### config.mk
export PLATFORM = sky130hd
export DESIGN_NAME = screen_sequencer
export DESIGN_NICKNAME = d
export VERILOG_FILES = /design/src/rtl/screen_sequencer_pkg.sv /design/src/rtl/screen_sequencer_sweep_counter.sv /design/src/rtl/screen_sequencer.sv
export SDC_FILE = /design/constraint.sdc
export NUM_CORES = 1
export LEC_CHECK = 0
export CORE_MARGIN = 1.5
export CORE_UTILIZATION = 61
export DETAILED_ROUTE_END_ITERATION = 10
export PLACE_DENSITY = 0.78
export SKIP_LAST_GASP = 1
export SLEW_MARGIN = 5
export SYNTH_ARGS = -nofsm -noshare
export SYNTH_HDL_FRONTEND = slang
export SYNTH_SLANG_ARGS = --single-unit
export TNS_END_PERCENT = 10
### constraint.sdc
create_clock -name clk -period 3.6 [get_ports clk]
set_input_delay 0.72 -clock clk [delete_from_list [all_inputs] [get_ports clk]]
set_output_delay 0.72 -clock clk [all_outputs]
set_load 0.005 [all_outputs]
### src/rtl/screen_sequencer_pkg.sv
`default_nettype none
// +--------------------------------------------------------------------------+
// | screen_sequencer_pkg : shared encodings for the full-screen sequencer     |
// | Rev 1.0                                                                    |
// +--------------------------------------------------------------------------+
package screen_sequencer_pkg;

  localparam int unsigned c_pix_w = 15;
  localparam int unsigned c_tmr_w = 27;

  localparam logic [2:0] c_st_reset = 3'd0;
  localparam logic [2:0] c_st_arm   = 3'd1;
  localparam logic [2:0] c_st_sweep = 3'd2;
  localparam logic [2:0] c_st_wait  = 3'd3;
  localparam logic [2:0] c_st_play  = 3'd4;
  localparam logic [2:0] c_st_hold  = 3'd5;

  localparam logic [1:0] c_img_title    = 2'd0;
  localparam logic [1:0] c_img_flash    = 2'd1;
  localparam logic [1:0] c_img_black    = 2'd2;
  localparam logic [1:0] c_img_gameover = 2'd3;

  // Returns {show_title, show_black, show_game_over, flash}
  function automatic logic [3:0] img_decode(input logic [1:0] img);
    case (img)
      c_img_title:    img_decode = 4'b1000;
      c_img_black:    img_decode = 4'b0100;
      c_img_gameover: img_decode = 4'b0010;
      default:        img_decode = 4'b0001;
    endcase
  endfunction

endpackage
`default_nettype wire

### src/rtl/screen_sequencer_sweep_counter.sv
`default_nettype none
// +--------------------------------------------------------------------------+
// | sweep_counter : pixel counter 0..PIXELS, wraps to 0 after terminal count  |
// | Rev 1.0                                                                    |
// +--------------------------------------------------------------------------+
module sweep_counter
  import screen_sequencer_pkg::*;
#(
  parameter int unsigned PIXELS = 19200
) (
  input  logic               clk,
  input  logic               rst,
  input  logic               clr,
  input  logic               en,
  output logic [c_pix_w-1:0] count,
  output logic               last
);

  logic [c_pix_w-1:0] r_count;

  assign last  = (r_count == c_pix_w'(PIXELS));
  assign count = r_count;

  always_ff @(posedge clk or posedge rst) begin
    if (rst) begin
      r_count <= '0;
    end else if (clr) begin
      r_count <= '0;
    end else if (en) begin
      r_count <= last ? '0 : r_count + 1'b1;
    end
  end

endmodule
`default_nettype wire

### src/rtl/screen_sequencer.sv
`default_nettype none
// +--------------------------------------------------------------------------+
// | screen_sequencer : picks the next full-frame image and drives the draw    |
// | stage select lines, its address reset, the plot strobe and game_en.       |
// | Rev 1.0                                                                    |
// +--------------------------------------------------------------------------+
module screen_sequencer
  import screen_sequencer_pkg::*;
#(
  parameter int unsigned H_RES        = 160,
  parameter int unsigned V_RES        = 120,
  parameter int unsigned FLASH_PERIOD = 25_000_000,
  parameter int unsigned HOLD_CYCLES  = 100_000_000
) (
  input  logic clk,
  input  logic rst,
  input  logic start,
  input  logic game_over,
  output logic show_title,
  output logic show_black,
  output logic show_game_over,
  output logic flash,
  output logic draw_rst_n,
  output logic plot,
  output logic game_en
);

  localparam int unsigned        c_pixels     = H_RES * V_RES;
  localparam logic [c_tmr_w-1:0] c_flash_load = c_tmr_w'(FLASH_PERIOD - 1);
  localparam logic [c_tmr_w-1:0] c_hold_load  = c_tmr_w'(HOLD_CYCLES - 1);

  logic [2:0]         r_state, w_state_nxt;
  logic [1:0]         r_img, w_img_nxt;
  logic [c_tmr_w-1:0] r_tmr, w_tmr_nxt;
  logic               r_start_s1, r_start_s2, r_start_d;
  logic               w_start_edge;
  logic [c_pix_w-1:0] w_pix_count;
  logic               w_pix_last;
  logic               w_in_frame;
  logic [3:0]         w_sel;

  always_ff @(posedge clk or posedge rst) begin
    if (rst) begin
      r_start_s1 <= 1'b0;
      r_start_s2 <= 1'b0;
      r_start_d  <= 1'b0;
    end else begin
      r_start_s1 <= start;
      r_start_s2 <= r_start_s1;
      r_start_d  <= r_start_s2;
    end
  end

  assign w_start_edge = r_start_s2 & ~r_start_d;

  sweep_counter #(
    .PIXELS (c_pixels)
  ) u_sweep (
    .clk   (clk),
    .rst   (rst),
    .clr   (r_state == c_st_arm),
    .en    (r_state == c_st_sweep),
    .count (w_pix_count),
    .last  (w_pix_last)
  );

  // The shared down-counter is loaded on the way out of a sweep and expires at zero.
  always_comb begin
    w_state_nxt = r_state;
    w_img_nxt   = r_img;
    w_tmr_nxt   = r_tmr;
    case (r_state)
      c_st_reset: begin
        w_state_nxt = c_st_arm;
        w_img_nxt   = c_img_title;
      end
      c_st_arm: w_state_nxt = c_st_sweep;
      c_st_sweep: begin
        if (w_pix_last) begin
          case (r_img)
            c_img_black: w_state_nxt = c_st_play;
            c_img_gameover: begin
              w_state_nxt = c_st_hold;
              w_tmr_nxt   = c_hold_load;
            end
            default: begin
              w_state_nxt = c_st_wait;
              w_tmr_nxt   = c_flash_load;
            end
          endcase
        end
      end
      c_st_wait: begin
        if (w_start_edge) begin
          w_state_nxt = c_st_arm;
          w_img_nxt   = c_img_black;
        end else if (r_tmr == '0) begin
          w_state_nxt = c_st_arm;
          w_img_nxt   = (r_img == c_img_title) ? c_img_flash : c_img_title;
        end else begin
          w_tmr_nxt = r_tmr - 1'b1;
        end
      end
      c_st_play: begin
        if (game_over) begin
          w_state_nxt = c_st_arm;
          w_img_nxt   = c_img_gameover;
        end
      end
      c_st_hold: begin
        if (r_tmr == '0) begin
          w_state_nxt = c_st_arm;
          w_img_nxt   = c_img_title;
        end else begin
          w_tmr_nxt = r_tmr - 1'b1;
        end
      end
      default: w_state_nxt = c_st_reset;
    endcase
  end

  always_ff @(posedge clk or posedge rst) begin
    if (rst) begin
      r_state <= c_st_reset;
      r_img   <= c_img_title;
      r_tmr   <= '0;
    end else begin
      r_state <= w_state_nxt;
      r_img   <= w_img_nxt;
      r_tmr   <= w_tmr_nxt;
    end
  end

  // Count 0 of a sweep is the draw stage's ROM latency slot, so plot stays low there.
  assign w_in_frame = (r_state == c_st_arm) || (r_state == c_st_sweep);
  assign w_sel      = w_in_frame ? img_decode(r_img) : 4'b0000;

  assign {show_title, show_black, show_game_over, flash} = w_sel;
  assign draw_rst_n = (r_state == c_st_sweep);
  assign plot       = (r_state == c_st_sweep) && (w_pix_count != '0);
  assign game_en    = (r_state == c_st_play);

endmodule
`default_nettype wire

==> impl_metrics.tcl <==
set metrics [dict create \
    period_needed_ns 3.07 \
    ys_ff_latch 50 \
    worstHoldPathCells 0 \
    grt_setup_unrepaired "false" \
    drive_above_1_share 0.0761 \
    relSlewSlack 0.310 \
    n_antenna_cell 0 \
    syn_area_mm2 0.00302 \
    die_w_um 73.4 \
    hpwl_um 4710 \
    synth_flop_cell "dfrtp_1" \
    yosysMostFrequentCell "dfrtp_1" \
    nets 361 \
    synthCells 349 \
    start_kind "register" \
    critPathArrivalTime_ns 3.31 \
    reg2reg_to "r_tmr[9]" \
    grt_max_degree 51 \
    endpoint_kind "register" \
    htreeDepth 2 \
    first_pass_iters 4 \
    power_frac_seq 0.378 \
    yosysWarnings 0 \
    syn-mean-instance-area_um2 8.65 \
    detail-route-antenna-nets 0 \
    synth_area_leaders "dfrtp_1 (41%), nor3_1 (4.8%), o31ai_1 (3.7%)" \
    ctsHoldBuffers 0 \
    cpPeakStageDelay_ns 0.63 \
    p_int_w 0.00134 \
    final_util 0.689 \
    drv_cap 0 \
    grt_pass1_wl_um 12100 \
    clk_latency_ns 0.31 \
    finalHoldViolCount 0 \
    timing.fmax_mhz 326 \
    swShare 0.438 \
    drc 0 \
    routed_wl_um 7060 \
    clk_pin_slew_ns 0.09 \
    cts_tree "done" \
    synth_seq_area_share 0.414 \
    cts-root-buf "clkbuf_8" \
    worst_pin_slew_ns 1.03 \
    synth_edf_count 0 \
    core_area_mm2 0.00475 \
    yosysTopAreaCell "dfrtp_1" \
    grtUsageTotal 0.286 \
    cts.sinks 50 \
    start_util 0.635 \
    crit_family "simple AND/OR/NAND/NOR gates" \
    grt_pass1_vias 2580 \
    num_io_pins 11 \
    area_growth_pct 8.45 \
    grt_overflow 0 \
    async_reset_ff_frac 1.00 \
    worst_clock_skew_ns 0.00756 \
    cp.required_ns 3.84 \
    synth.net_count 356 \
    r2r_setup_slack_ns 0.53 \
    cp_slowest_cell "or4_1" \
    setup_viol 0 \
    hp-class "reg -> reg" \
    drt-initial-drc-count 274 \
    routedWlPerCell_um 16.7 \
    r2r_cells 7 \
    portBuffers 10 \
    regToRegStartpoint "u_sweep.count[0]" \
    rows 25 \
    numCtsBuffers 5 \
    setup_slack_ns 0.530 \
    vias_per_cell 6.63 \
    place.gp.congestion 0.810 \
    slew_viol_final 0 \
    endpoint "r_tmr[9]" \
    pwr_density_cell_mw_per_mm2 726 \
    path_cells "inv_1 -> ha_1 -> or4b_4 -> or4_4 -> a22o_1 -> or4_1 -> a21oi_1" \
    synth_common_cells "dfrtp_1 (50), nor3_1 (29), nand2_1 (27)" \
    floorplan.die.height_um 73.4 \
    leakage_nw 1.30 \
    via_count 2799 \
    critPathMaxFanout 28 \
    ir_drop_mv 0.604 \
    critPathKind "reg -> reg" \
    synth_top_area_share 0.414 \
    clockPowerShare 0.148 \
    cts_resized 0 \
    run_status "finished, final reports clean" \
    synth_cell_type_count 52 \
    dieArea_mm2 0.00538 \
    period_share 0.853 \
    path_depth 7 \
    dpl_worst_slack_ns 0.531 \
    antenna_found_initial 0 \
    postCtsSetupRepairBufs 0 \
    crit_path_start "u_sweep.count[0]" \
    path_buf_inv 1 \
    p_total_w 0.00238 \
    pwr-share-comb 0.474 \
    fin_tns_setup_ns 0 \
    p_sw_w 0.00104 \
    clock_path_buffers 2 \
]
-- through the flow --
step           hold WS [ns]  instances  cell area [um^2]
6_report              0.360        422              3270
2_1_floorplan         0.331        349              3020
3_3_place_gp          0.334        414              3180
5_1_grt               0.367        422              3270
4_1_cts               0.363        422              3270
3_5_place_dp          0.340        414              3180
-- state kept, by name (all words and copies together), names as in the netlist --
signal / count
r_start_s1: 1
r_state: 3
r_img: 2
u_sweep.count: 15
r_start_s2: 1
r_tmr: 27
r_start_d: 1
-- power groups by stage --
| stage | logic [W] | clock network, W | registers [W] |
|---|---|---|---|
| final | 0.00113 | 0.000351 | 0.000898 |
| after floorplan | 0.000895 | 0 | 0.000826 |
| after global placement | 0.00110 | 0 | 0.000894 |
| after CTS | 0.00113 | 0.000359 | 0.000891 |
| after global routing | 0.00125 | 0.000384 | 0.000925 |
| after detailed placement | 0.00112 | 0 | 0.000903 |
-- routing by layer --
layer  GRT usage  up-vias  wire (um)
met2       0.473       82       3430
met4      0.0926        0         98
met1       0.379     1368       3190
met3      0.0535       11        343
met5           0        -          0
li1            -     1338          -
-- worst min-delay path by stage --
stage / from / end / slack, ns
after detailed placement: r_start_s1 / r_start_s2 / 0.34
after CTS: r_start_s1 / r_start_s2 / 0.36
after floorplan: r_start_s1 / r_start_s2 / 0.33
after global routing: r_start_s1 / r_start_s2 / 0.37
after global placement: r_start_s1 / r_start_s2 / 0.33
final: r_start_s1 / r_start_s2 / 0.36
-- cells by family (layout without fill, tap and decap cells) --
group,Yosys count,in the layout,synth area share
AND/OR/NAND/NOR,164,164,0.296
multiplexers,7,7,0.0245
AO/OA/AOI/OAI,94,94,0.209
adder cells (fa/ha/maj),3,3,0.0124
flip-flops,50,50,0.414
buffers and inverters,30,36,0.0406
XOR/XNOR,1,1,0.00290
-- placed cells by master, fill, tap and decap left out, types with 3 or more instances in the layout --
master / n
dfrtp_1: 50
nor3_1: 28
nand2_1: 27
nor2_1: 26
o21ai_0: 22
nand3_1: 16
o31ai_1: 15
or4_1: 13
a21oi_1: 13
a31oi_1: 11
nor4_1: 10
clkdlybuf4s50_1: 10
inv_1: 9
nand2b_1: 8
or3_1: 7
buf_4: 7
clkbuf_8: 6
and4_1: 5
a22o_1: 5
o22a_1: 5
nand4_1: 4
nand3b_1: 4
and2_1: 4
mux2i_1: 4
a21o_1: 4
o211ai_1: 3
a41oi_1: 3
mux2_2: 3
ha_1: 3
-- final cells by class --
class / count / area, um^2
clock buffer: 6 / 82.6
fill: 410 / 1480
clock inverter: 2 / 12.5
sequential: 50 / 1250
timing repair buffer: 17 / 153
inverter: 11 / 41.3
multi-input combinational: 269 / 1650
tap: 67 / 83.8
(Power assumes the default switching activity.)
